**src/rtl/sa_os_drain.sv**
```systemverilog
// Drains an output-stationary systolic array one column per shift into a column-major element stream.
// Latency: first element 2 cycles after start. Stalls in EMIT while out_ready=0. Optional SA_DRAIN_PREFETCH_EN adds a shadow column buffer.
module sa_os_drain #(
  parameter int N      = 16,
  parameter int DATA_W = 32
) (
  input  logic                  clk,
  input  logic                  rst,
  input  logic                  start,
  output logic                  busy,
  output logic                  done,
  output logic                  array_shift,
  input  logic [N*DATA_W-1:0]   array_col_data,
  output logic                  out_valid,
  input  logic                  out_ready,
  output logic [DATA_W-1:0]     out_data,
  output logic [$clog2(N)-1:0]  out_row,
  output logic [$clog2(N)-1:0]  out_col,
  output logic                  out_last
);

  localparam int IW = $clog2(N);
  localparam logic [IW-1:0] LAST_IDX = IW'(N - 1);

  typedef enum logic [1:0] {IDLE = 2'd0, LOAD = 2'd1, EMIT = 2'd2, DONE = 2'd3} state_t;

  state_t              r_state;
  state_t              w_next;
  logic [N*DATA_W-1:0] r_col_buf;
  logic [IW-1:0]       r_row;
  logic [IW-1:0]       r_col;
  logic                w_hs;
  logic                w_row_end;
  logic                w_col_end;
  logic                w_swap;
  logic                w_fill;

`ifdef SA_DRAIN_PREFETCH_EN
  localparam int FW = $clog2(N + 1);
  logic [N*DATA_W-1:0] r_shadow;
  logic                r_shadow_full;
  logic [FW-1:0]       r_fetched;

  // Refill the shadow as soon as it is free so the next column is ready at the column boundary.
  assign w_fill = (r_state == EMIT) && !r_shadow_full && (r_fetched < FW'(N));
  assign w_swap = r_shadow_full;
`else
  assign w_fill = 1'b0;
  assign w_swap = 1'b0;
`endif

  assign w_hs      = (r_state == EMIT) && out_ready;
  assign w_row_end = (r_row == LAST_IDX);
  assign w_col_end = (r_col == LAST_IDX);

  always_ff @(posedge clk) begin
    if (rst) r_state <= IDLE;
    else     r_state <= w_next;
  end

  always_comb begin
    w_next = r_state;
    case (r_state)
      IDLE: if (start) w_next = LOAD;
      LOAD: w_next = EMIT;
      EMIT: if (w_hs && w_row_end) w_next = w_col_end ? DONE : (w_swap ? EMIT : LOAD);
      DONE: w_next = IDLE;
      default: w_next = IDLE;
    endcase
  end

  always_comb begin
    busy        = (r_state != IDLE);
    done        = (r_state == DONE);
    out_valid   = (r_state == EMIT);
    array_shift = (r_state == LOAD) || w_fill;
    out_data    = '0;
    out_row     = '0;
    out_col     = '0;
    out_last    = 1'b0;
    if (r_state == EMIT) begin
      out_data = r_col_buf[int'(r_row)*DATA_W +: DATA_W];
      out_row  = r_row;
      out_col  = r_col;
      out_last = w_row_end && w_col_end;
    end
  end

  always_ff @(posedge clk) begin
    if (rst) begin
      r_col_buf     <= '0;
      r_row         <= '0;
      r_col         <= '0;
`ifdef SA_DRAIN_PREFETCH_EN
      r_shadow      <= '0;
      r_shadow_full <= 1'b0;
      r_fetched     <= '0;
`endif
    end else begin
      case (r_state)
        IDLE: if (start) begin
          r_row <= '0;
          r_col <= '0;
`ifdef SA_DRAIN_PREFETCH_EN
          r_shadow_full <= 1'b0;
          r_fetched     <= '0;
`endif
        end
        LOAD: begin
          r_col_buf <= array_col_data;
`ifdef SA_DRAIN_PREFETCH_EN
          r_fetched <= r_fetched + 1'b1;
`endif
        end
        EMIT: if (w_hs) begin
          if (!w_row_end) begin
            r_row <= r_row + 1'b1;
          end else if (!w_col_end) begin
            r_row <= '0;
            r_col <= r_col + 1'b1;
`ifdef SA_DRAIN_PREFETCH_EN
            if (r_shadow_full) begin
              r_col_buf     <= r_shadow;
              r_shadow_full <= 1'b0;
            end
`endif
          end
        end
        default: ;
      endcase
`ifdef SA_DRAIN_PREFETCH_EN
      // Fill only happens with the shadow empty, so it never collides with the swap above.
      if (w_fill) begin
        r_shadow      <= array_col_data;
        r_shadow_full <= 1'b1;
        r_fetched     <= r_fetched + 1'b1;
      end
`endif
    end
  end

endmodule

```
**config.mk**
```make
export PLATFORM = sky130hd
export DESIGN_NAME = sa_os_drain
export DESIGN_NICKNAME = d
export VERILOG_FILES = /design/src/rtl/sa_os_drain.sv
export SDC_FILE = /design/constraint.sdc
export NUM_CORES = 1
export LEC_CHECK = 0
export BUFFER_PORTS_ARGS = -buffer_cell sky130_fd_sc_hd__buf_2
export CAP_MARGIN = 0
export CORE_MARGIN = 2
export CORE_UTILIZATION = 35
export DETAILED_ROUTE_END_ITERATION = 8
export HOLD_SLACK_MARGIN = 0.02
export PLACE_DENSITY = 0.58
export RECOVER_POWER = 100
export SLEW_MARGIN = 40
export SYNTH_ARGS = -nofsm -noshare
export SYNTH_HDL_FRONTEND = slang
export SYNTH_SLANG_ARGS = --single-unit
export TNS_END_PERCENT = 50
```
**constraint.sdc**
```tcl
create_clock -name clk -period 4.6 [get_ports clk]
set_input_delay 0.69 -clock clk [delete_from_list [all_inputs] [get_ports clk]]
set_output_delay 0.69 -clock clk [all_outputs]
set_load 0.05 [all_outputs]
```
# Word level (Yosys, flattened, before mapping)

Index checks and enable logic that the tools add are counted.

Register bits: 522
Bits in latches: 0
Memory bits (writable): 0
Memory bits (read-only): 0
Bits of input ports: 516
Output and inout bits: 45
Logic and storage cells: 44
Memories kept: 0

Add/subtract/negate cells: 2
Multipliers: 0
Div/mod/pow operators: 0
Order comparisons: 0
Eq/ne operators: 11
Shift-type cells: 1
Muxes and demuxes: 17
Bitwise operators: 0
Reductions and logical operators: 9

Operators with widths:

| kind                                                                    | count |
|---|---|
| 512-bit by 10-bit indexed part select with 32-bit output                | 1 |
| 4-bit 2-to-1 mux                                                        | 9 |
| 32-bit 2-to-1 mux                                                       | 1 |
| 4-bit case mux with 2 select lines                                      | 2 |
| 4-bit by 1-bit adder with 4-bit output, second input constant           | 2 |
| 4-bit equality test, second input constant                              | 2 |
| 2-bit case mux with 4 select lines                                      | 1 |
| 2-bit 2-to-1 mux                                                        | 3 |
| 2-bit by 1-bit inequality test with 1-bit output, second input constant | 3 |
| 5-bit AND reduction                                                     | 1 |
| 2-bit equality test, second input constant                              | 2 |
| 2-bit inequality test, second input constant                            | 2 |
| 4-bit AND reduction                                                     | 1 |
| 2-bit nonzero test                                                      | 2 |
| 1-bit logical AND                                                       | 3 |
| 3-bit inequality test, second input constant                            | 1 |
| 2-bit by 1-bit equality test with 1-bit output, second input constant   | 1 |
| 2-bit zero test                                                         | 1 |
| 2-bit AND reduction                                                     | 1 |
| 1-bit 2-to-1 mux                                                        | 1 |

# Logic depth before layout (Yosys ltp)

Gate-level depths: netlist of run 1.

Depth in word-level cells: 5
Gate-level depth with buffers: 9
Gate-level depth less buffers: 6

# Worst setup path after synthesis of run 1

OpenSTA, ideal clock, no wires.

Kind: flip-flop to output port
Start: register r_row[0]
End: output port out_data[0]
Data arrival time: 2,291 ps
Required time: 3,910 ps
Path slack: 1,619 ps
Cell stages (with the launch flop): 8
Path buffers: 4
Path through: dfxtp_1 > buf_2 > buf_4 > buf_4 > buf_4 > nor2b_1 > a211oi_1 > a211oi_1

Word-level cells in the longest chain between the ends: 2

Ends and longest elaborated chain:

| what                                                     | line | source |
|---|---|---|
| start: declaration                                       | 30   | `logic [IW-1:0] r_row;` |
| start signal: assignment                                 | 117  | `r_row <= r_row + 1'b1;` |
| 512-bit by 10-bit indexed part select with 32-bit output | 82   | `out_data = r_col_buf[int'(r_row)*DATA_W +: DATA_W];` |
| 32-bit 2-to-1 mux                                        | 81   | `if (r_state == EMIT) begin` |
| end: declaration                                         | 16   | `output logic [DATA_W-1:0] out_data,` |

Every way passes these cells.

# Worst setup path after layout of run 1

Start: register r_row[0]
End: output port out_data[23]

The elaborated chain is that of the path after synthesis.

==> results of run 1 <==
-- metrics by stage --
step	instance area [µm²]	setup WS (ns)
after floorplan	22100	1.62
after global placement	25400	1.24
after detailed placement	25400	1.17
after CTS	27300	0.482
after global routing	27300	0.172
final	27300	0.409
-- worst min-delay path by stage --
stage	from	end	slack (ns)
5_1_grt	array_col_data[368]	r_col_buf[368]	0.29
3_5_place_dp	r_col_buf[222]	r_col_buf[222]	0.44
4_1_cts	array_col_data[277]	r_col_buf[277]	0.28
3_3_place_gp	r_col_buf[252]	r_col_buf[252]	0.44
2_1_floorplan	r_col_buf[128]	r_col_buf[128]	0.43
6_report	array_col_data[91]	r_col_buf[91]	0.31
-- sequential cells by signal (all words and copies together) (netlist names) --
register,count
r_state,2
r_row,4
r_col_buf,512
r_col,4
-- cell usage after synthesis (2+ instances only) --
master                      number
sky130_fd_sc_hd__inv_2           3
sky130_fd_sc_hd__o21ai_1        10
sky130_fd_sc_hd__dfxtp_1       522
sky130_fd_sc_hd__and3_1          3
sky130_fd_sc_hd__o211ai_1       23
sky130_fd_sc_hd__nor2_1          5
sky130_fd_sc_hd__nand2b_1        2
sky130_fd_sc_hd__nand3_1         6
sky130_fd_sc_hd__buf_4          13
sky130_fd_sc_hd__buf_2          68
sky130_fd_sc_hd__mux2i_1        76
sky130_fd_sc_hd__nor3_1          4
sky130_fd_sc_hd__and2_1          9
sky130_fd_sc_hd__nand4_1        23
sky130_fd_sc_hd__mux4_2         95
sky130_fd_sc_hd__a22oi_1         6
sky130_fd_sc_hd__a31oi_1         2
sky130_fd_sc_hd__nand4b_1        2
sky130_fd_sc_hd__a32oi_1        23
sky130_fd_sc_hd__a211oi_1        4
sky130_fd_sc_hd__nor2b_1         5
sky130_fd_sc_hd__o2111ai_1       5
sky130_fd_sc_hd__ha_1            2
sky130_fd_sc_hd__o21ai_0         3
sky130_fd_sc_hd__clkbuf_1      131
sky130_fd_sc_hd__buf_1          15
sky130_fd_sc_hd__a21oi_1       522
sky130_fd_sc_hd__nand2_1      1103
-- power by group through the flow --
stage	registers, mW	clock network, mW	logic, mW
after floorplan	4.99	0	0.824
after global placement	5.10	0	1.33
after detailed placement	5.09	0	1.35
after CTS	4.99	4.88	1.36
after global routing	5.02	5.05	1.48
final	5.00	4.78	1.36
-- critical path, stage by stage (launching register included) --
cell,delay [ns]
sky130_fd_sc_hd__dfxtp_4,0.79
sky130_fd_sc_hd__clkbuf_4,0.77
sky130_fd_sc_hd__mux4_2,0.66
sky130_fd_sc_hd__a32oi_1,0.18
sky130_fd_sc_hd__o211ai_1,0.18
sky130_fd_sc_hd__clkbuf_2,0.28
-- per-layer routing --
metal | vias up | GRT usage [%] | routed length, µm
met3 | 177 | 5.70 | 6950
met4 | 22 | 11.9 | 3980
li1 | 9943 | - | -
met5 | - | 0 | 145
met1 | 10000 | 35.9 | 38600
met2 | 821 | 40.3 | 40000
-- area by class of cell --
cell class | instances | area (µm²)
multi-input cells | 1943 | 10700
fillers | 6549 | 35500
clock inverters | 20 | 245
flip-flops and latches | 522 | 10500
diodes | 12 | 30.0
well taps | 846 | 1060
inverters | 3 | 18.8
clock buffers | 82 | 1700
repair buffers | 589 | 3140
-- cell families (layout without fill, tap and decap cells) --
kind of cell,Yosys count,count (layout)
AND/OR/NAND/NOR,1170,1170
other,0,12
flip-flops,522,522
multiplexers,171,171
adder cells (fa/ha/maj),2,2
buffers and inverters,231,694
AO/OA/AOI/OAI,600,600
==> results.yml, run 1 <==
power:
  pwr-share-seq_pct: 44.9
  clock_power_share_pct: 42.9
  power.total_mw: 11.1
  p_per_area_nw_per_um2: 407
  netSwitchingFraction_pct: 26.8
  net-switching-power_mw: 2.98
  p_comb_share_pct: 12.2
  irDropWorstVdd_v: 0.000295
  power.static_leakage_nw: 10.1
  internal_power_mw: 8.15
cts:
  buffer_depth_of_the_longest_clock_path: 3
  clkLatencyLatePin_ns: 0.61
  cts_resized: 0
  clkSlewWorstSetupHoldPaths_ns: 0.06
  htree_depth: 2
  cts_buffers: 57
  tritoncts_clock_tree: "done"
  clock-root-buffer: "sky130_fd_sc_hd__clkbuf_16"
  post_cts_buffers: 0
  hold_buffers: 0
  clkSinkCount: 522
placed_design:
  placedCellCount: 3900
  routabilityCongestion: 0.922
  place_hpwl_mm: 67.1
  port-buffer-count: 560
critical_path:
  timing.critical_path.arrival_ns: 3.50
  end_kind: "primary output"
  critical_path.reg2reg.endpoint: "r_col_buf[183]"
  worst_setup_path_endpoint: "out_data[23]"
  timing.rr.start: "r_state[1]"
  criticalPathCategory: "reg -> out"
  start_kind: "register"
  crit_fanout: 33
  setup.reg_to_reg.worst_slack_ns: 0.79
  wp_data_required_ns: 3.91
  reg2regPathDepth: 5
  startpoint: "r_row[0]"
timing:
  worst_slew_pin_slew_ns: 2.75
  timing.final.setup_violations: 0
  setup_total_negative_slack_ns: 0
  final_max_slew_viol_count: 516
  clock_skew_ns: 0.0130
  timing.hold.ws_ns: 0.313
  finalHoldViolCount: 0
  slew_headroom_pct: -83.0
  fmaxAchievable_mhz: 239
  final.period_utilization_pct: 91.1
  rsz0062_at_grt: "false"
  min_period_ns: 4.19
logic_synthesis:
  post_synth_xor_area_fraction_pct: 0
  synth_mux_area_share_pct: 13.1
  dominant_combinational_cell_family_by_area_after_synthesis: "simple AND/OR/NAND/NOR gates"
  seq_area_frac_synth_pct: 47.2
  synth_compound_gate_area_share_pct: 14.5
  synth.yosys.warnings: 0
  post_synthesis_async_set_or_reset_flop_share_pct: 0
  synth_nets: 3214
  synth_top_area_cell: "sky130_fd_sc_hd__dfxtp_1"
  synth_adder_area_share_pct: 0.113
  netlist_instances: 2696
  synthesis.area_per_instance_um2: 8.21
  post_synth_top_area_share_pct: 47.2
  netlist-cell-type-count: 39
  yosys.area_share.simple_pct: 20.6
  dominantRegCellSynth: "sky130_fd_sc_hd__dfxtp_1"
  netlist_area_um2: 22100
  synth_edf_count: 0
  synth.area.top_cells: "sky130_fd_sc_hd__dfxtp_1, sky130_fd_sc_hd__nand2_1, sky130_fd_sc_hd__a21oi_1"
  synth_seq_cells: 522
routing:
  routed_wirelength_mm: 89.6
  detail_route.drc_violations: 0
  vias: 21000
  drt-vias-per-instance: 5.22
  first_pass_iters: 5
  final_antenna_net_count: 0
  avgRoutedWirePerCell_um: 22.3
  dr.first_iter.drc_count: 1846
worst_hold_path:
  whs_path_depth: 3
  hold_path_class: "in -> reg"
cells_and_area:
  fin_util_pct: 43.5
  final_layout_size_suffix_gt1_share_pct: 24.4
  finalNonFillerCells: 4017
  layout.cells.most_common: "sky130_fd_sc_hd__nand2_1"
  areaGrowthSynthToFinish_pct: 23.5
  fin_nets: 3634
  layout_common_cells: "sky130_fd_sc_hd__nand2_1, sky130_fd_sc_hd__a21oi_1, sky130_fd_sc_hd__buf_2"
floorplan:
  coreArea_um2: 62900
  row_count: 92
  die_y_um: 255
  effective_utilization_at_floorplan_pct: 35.2
  floorplan.die_area_um2: 65300
  floorplan.die.width_um: 255
  number_of_ports_placed_on_the_die_boundary: 561
global_routing:
  first_global_vias: 19900
  grt_first_pass_wirelength_mm: 130
  grt_start_max_net_pins: 180
  antenna_violations_before_repair: 30
  grt_use_total_pct: 26.4
  globalRoute.totalOverflow: 0
flow_run:
  timing.max_cap.violations: 5
outcome:
  status: "complete, but fails checks"
  violations_in_the_final_reports: "capacitance limit, slew limit"
No activity file was read; power rests on OpenSTA's default activity.
==> inputs of run 2 (changes only) <==
==> constraint.sdc (replaced) <==
create_clock -name clk -period 4.8 [get_ports clk]
set_input_delay 0 -clock clk [delete_from_list [all_inputs] [get_ports clk]]
set_output_delay 0 -clock clk [all_outputs]
set_load 0.05 [all_outputs]
==> run 2 against run 1 <==
  * The run still ends with capacitance limit, slew limit left
  * Clock power is 7.5% lower
  * First-iteration DRC count grew 25%
  * Sequential power fell by 5.0%
  * Die area is the same
  * Via count rose by 13%
  * Register-to-register slack gained 0.11 ns
  * Sequential share of layout area decreased by 6.7 points
  * Clock skew rose by 0.0023 ns
  * Utilization increased by 9.2 points
  * Routed wire length increased by 9.9%
  * Cell count rose by 15%
  * Largest power group unchanged
  * Highest routed layer unchanged
==> results.yml, run 2 (same netlist as run 1, synthesis figures left out) <==
timing:
  timing.final.setup_violations: 0
  finalHoldViolCount: 0
  setup_total_negative_slack_ns: 0
  clock_skew_ns: 0.0153
  final_max_slew_viol_count: 184
  min_period_ns: 4.15
  final.period_utilization_pct: 86.4
  worst_slew_pin_slew_ns: 2.28
  final_worst_slack_ns: 0.654
  rsz0062_at_grt: "false"
  slew_headroom_pct: -52.2
  fmaxAchievable_mhz: 241
cells_and_area:
  layout_common_cells: "sky130_fd_sc_hd__nand2_1, sky130_fd_sc_hd__dlygate4sd3_1, sky130_fd_sc_hd__a21oi_1"
  multiInputGateArea_um2: 10700
  fin_util_pct: 52.7
  fillers: 5856
  layout.cells.most_common: "sky130_fd_sc_hd__nand2_1"
  reg_top3: "r_col_buf: 512 flops, r_col: 4 flops, r_row: 4 flops"
  fin_nets: 4222
  register_containing_the_most_flip_flops_in_the_final_layout: "r_col_buf"
  seq_area_um2: 10500
  finalNonFillerCells: 4601
  largest_register_ffs: 512
  areaGrowthSynthToFinish_pct: 49.6
  final_layout_size_suffix_gt1_share_pct: 19.9
worst_hold_path:
  hold_path_class: "in -> reg"
cts:
  htree_depth: 2
  buffer_depth_of_the_longest_clock_path: 3
  clock-root-buffer: "sky130_fd_sc_hd__clkbuf_16"
  clkLatencyLatePin_ns: 0.61
  post_cts_buffers: 0
  clkSlewWorstSetupHoldPaths_ns: 0.06
  tritoncts_clock_tree: "done"
  clkSinkCount: 522
  cts_buffers: 58
floorplan:
  die_y_um: 255
  coreArea_um2: 62900
  floorplan.die.width_um: 255
  floorplan.die_area_um2: 65300
  effective_utilization_at_floorplan_pct: 35.2
  row_count: 92
  number_of_ports_placed_on_the_die_boundary: 561
critical_path:
  criticalPathCategory: "reg -> out"
  worstPathBufferInverterCount: 3
  critPathMaxStageDelay_ns: 0.97
  setup.reg_to_reg.worst_slack_ns: 0.90
  start_kind: "register"
  timing.critical_path.arrival_ns: 4.15
  crit_fanout: 25
  crit_path_cell_trace: "buf_12 -> clkbuf_1 -> mux2i_1 -> nand2_1 -> a32oi_1 -> o211ai_1 -> clkbuf_1"
  cpMaxStageDelayCell: "sky130_fd_sc_hd__clkbuf_1"
  end_kind: "primary output"
  cp_top_family: "buffers and inverters"
  most_prevalent_standard_cell_on_the_critical_path: "sky130_fd_sc_hd__clkbuf_1"
  wp_data_required_ns: 4.80
global_routing:
  grt_use_total_pct: 29.0
  globalRoute.totalOverflow: 0
  grtUsageMet2_pct: 45.6
  globalRouteMet1Util_pct: 38.3
  gr-max-usage-layer: "met2"
  grt_use_met3_pct: 5.00
  grt_first_pass_wirelength_mm: 145
  first_global_vias: 23600
  grt_start_max_net_pins: 147
  antenna_violations_before_repair: 13
outcome:
  status: "complete, but fails checks"
  violations_in_the_final_reports: "capacitance limit, slew limit"
placed_design:
  place_hpwl_mm: 64.6
  placedCellCount: 3909
  port-buffer-count: 560
  routabilityCongestion: 0.841
  dpl_worst_slack_ns: 1.92
routing:
  drt-vias-per-instance: 5.15
  dr.first_iter.drc_count: 2310
  vias: 23700
  detail_route.drc_violations: 0
  final_antenna_net_count: 0
  first_pass_iters: 5
  avgRoutedWirePerCell_um: 21.4
  routed_wirelength_mm: 98.5
power:
  power.static_leakage_nw: 12.6
  p_per_area_nw_per_um2: 330
  irDropWorstVdd_v: 0.000268
  power.total_mw: 10.9
flow_run:
  timing.max_cap.violations: 2
==> run 2: cell count changes in the layout (fill, tap and decap cells not counted), sizes merged <==
| cell | previous run | this run |
|---|---|---|
| bufinv | 5 | 2 |
| dlygate4sd3 | 0 | 580 |
| clkinv | 11 | 7 |
| buf | 543 | 551 |
| clkbuf | 128 | 136 |
| inv | 6 | 4 |
| diode | 12 | 9 |
==> run 2: cell type report <==
type                            count  area share (%)
Timing Repair Buffer             1176            27.2
Multi-Input combinational cell   1943            32.3
Sequential cell                   522            31.6
Tap cell                          846            3.20
Antenna cell                        9          0.0680
Clock inverter                     11           0.359
Clock buffer                       91            5.25
Inverter                            3          0.0718
==> run 2: worst register-to-register path: cells and delay by family (launching register included) <==
kind / cells / cell delay (ns)
simple gates: 2 / 0.70
buf+inv: 3 / 2.44
flops: 1 / 0.48
compound gates: 1 / 0.22
==> run 2: final timing paths <==
kind                   from              to  depth (start not counted)
max                r_row[0]    out_data[22]                          7
min                     rst  r_col_buf[376]                          3
max reg2reg      r_state[0]  r_col_buf[339]                          6
min reg2reg  r_col_buf[166]  r_col_buf[166]                          2
==> run 2: report_power, final <==
group	total [mW]	internal (mW)	leakage, nW	switching [mW]
clock	4.42	2.57	0.909	1.85
sequential	4.75	4.60	4.25	0.151
combinational	1.74	0.806	7.48	0.937
total	10.9	7.98	12.6	2.93
==> run 2: metal layers <==
metal	vias up	routed length (µm)
met1	11300	42100
met2	999	44900
met5	-	57
li1	11100	-
met4	10	5200
met3	281	6200
==> run 2: metrics by stage <==
step                hold slack (ns)  cell area [µm²]
global placement              0.243            25400
CTS                          0.0217            33200
detailed placement            0.245            25500
global route                 0.0663            33100
finish                       0.0669            33100
floorplan                     0.136            22100
==> run 2: repair_timing <==
item,4_1_cts,5_1_grt
endpoints found under the hold margin,516,0
hold buffers,580,0
gates resized for setup,0,0
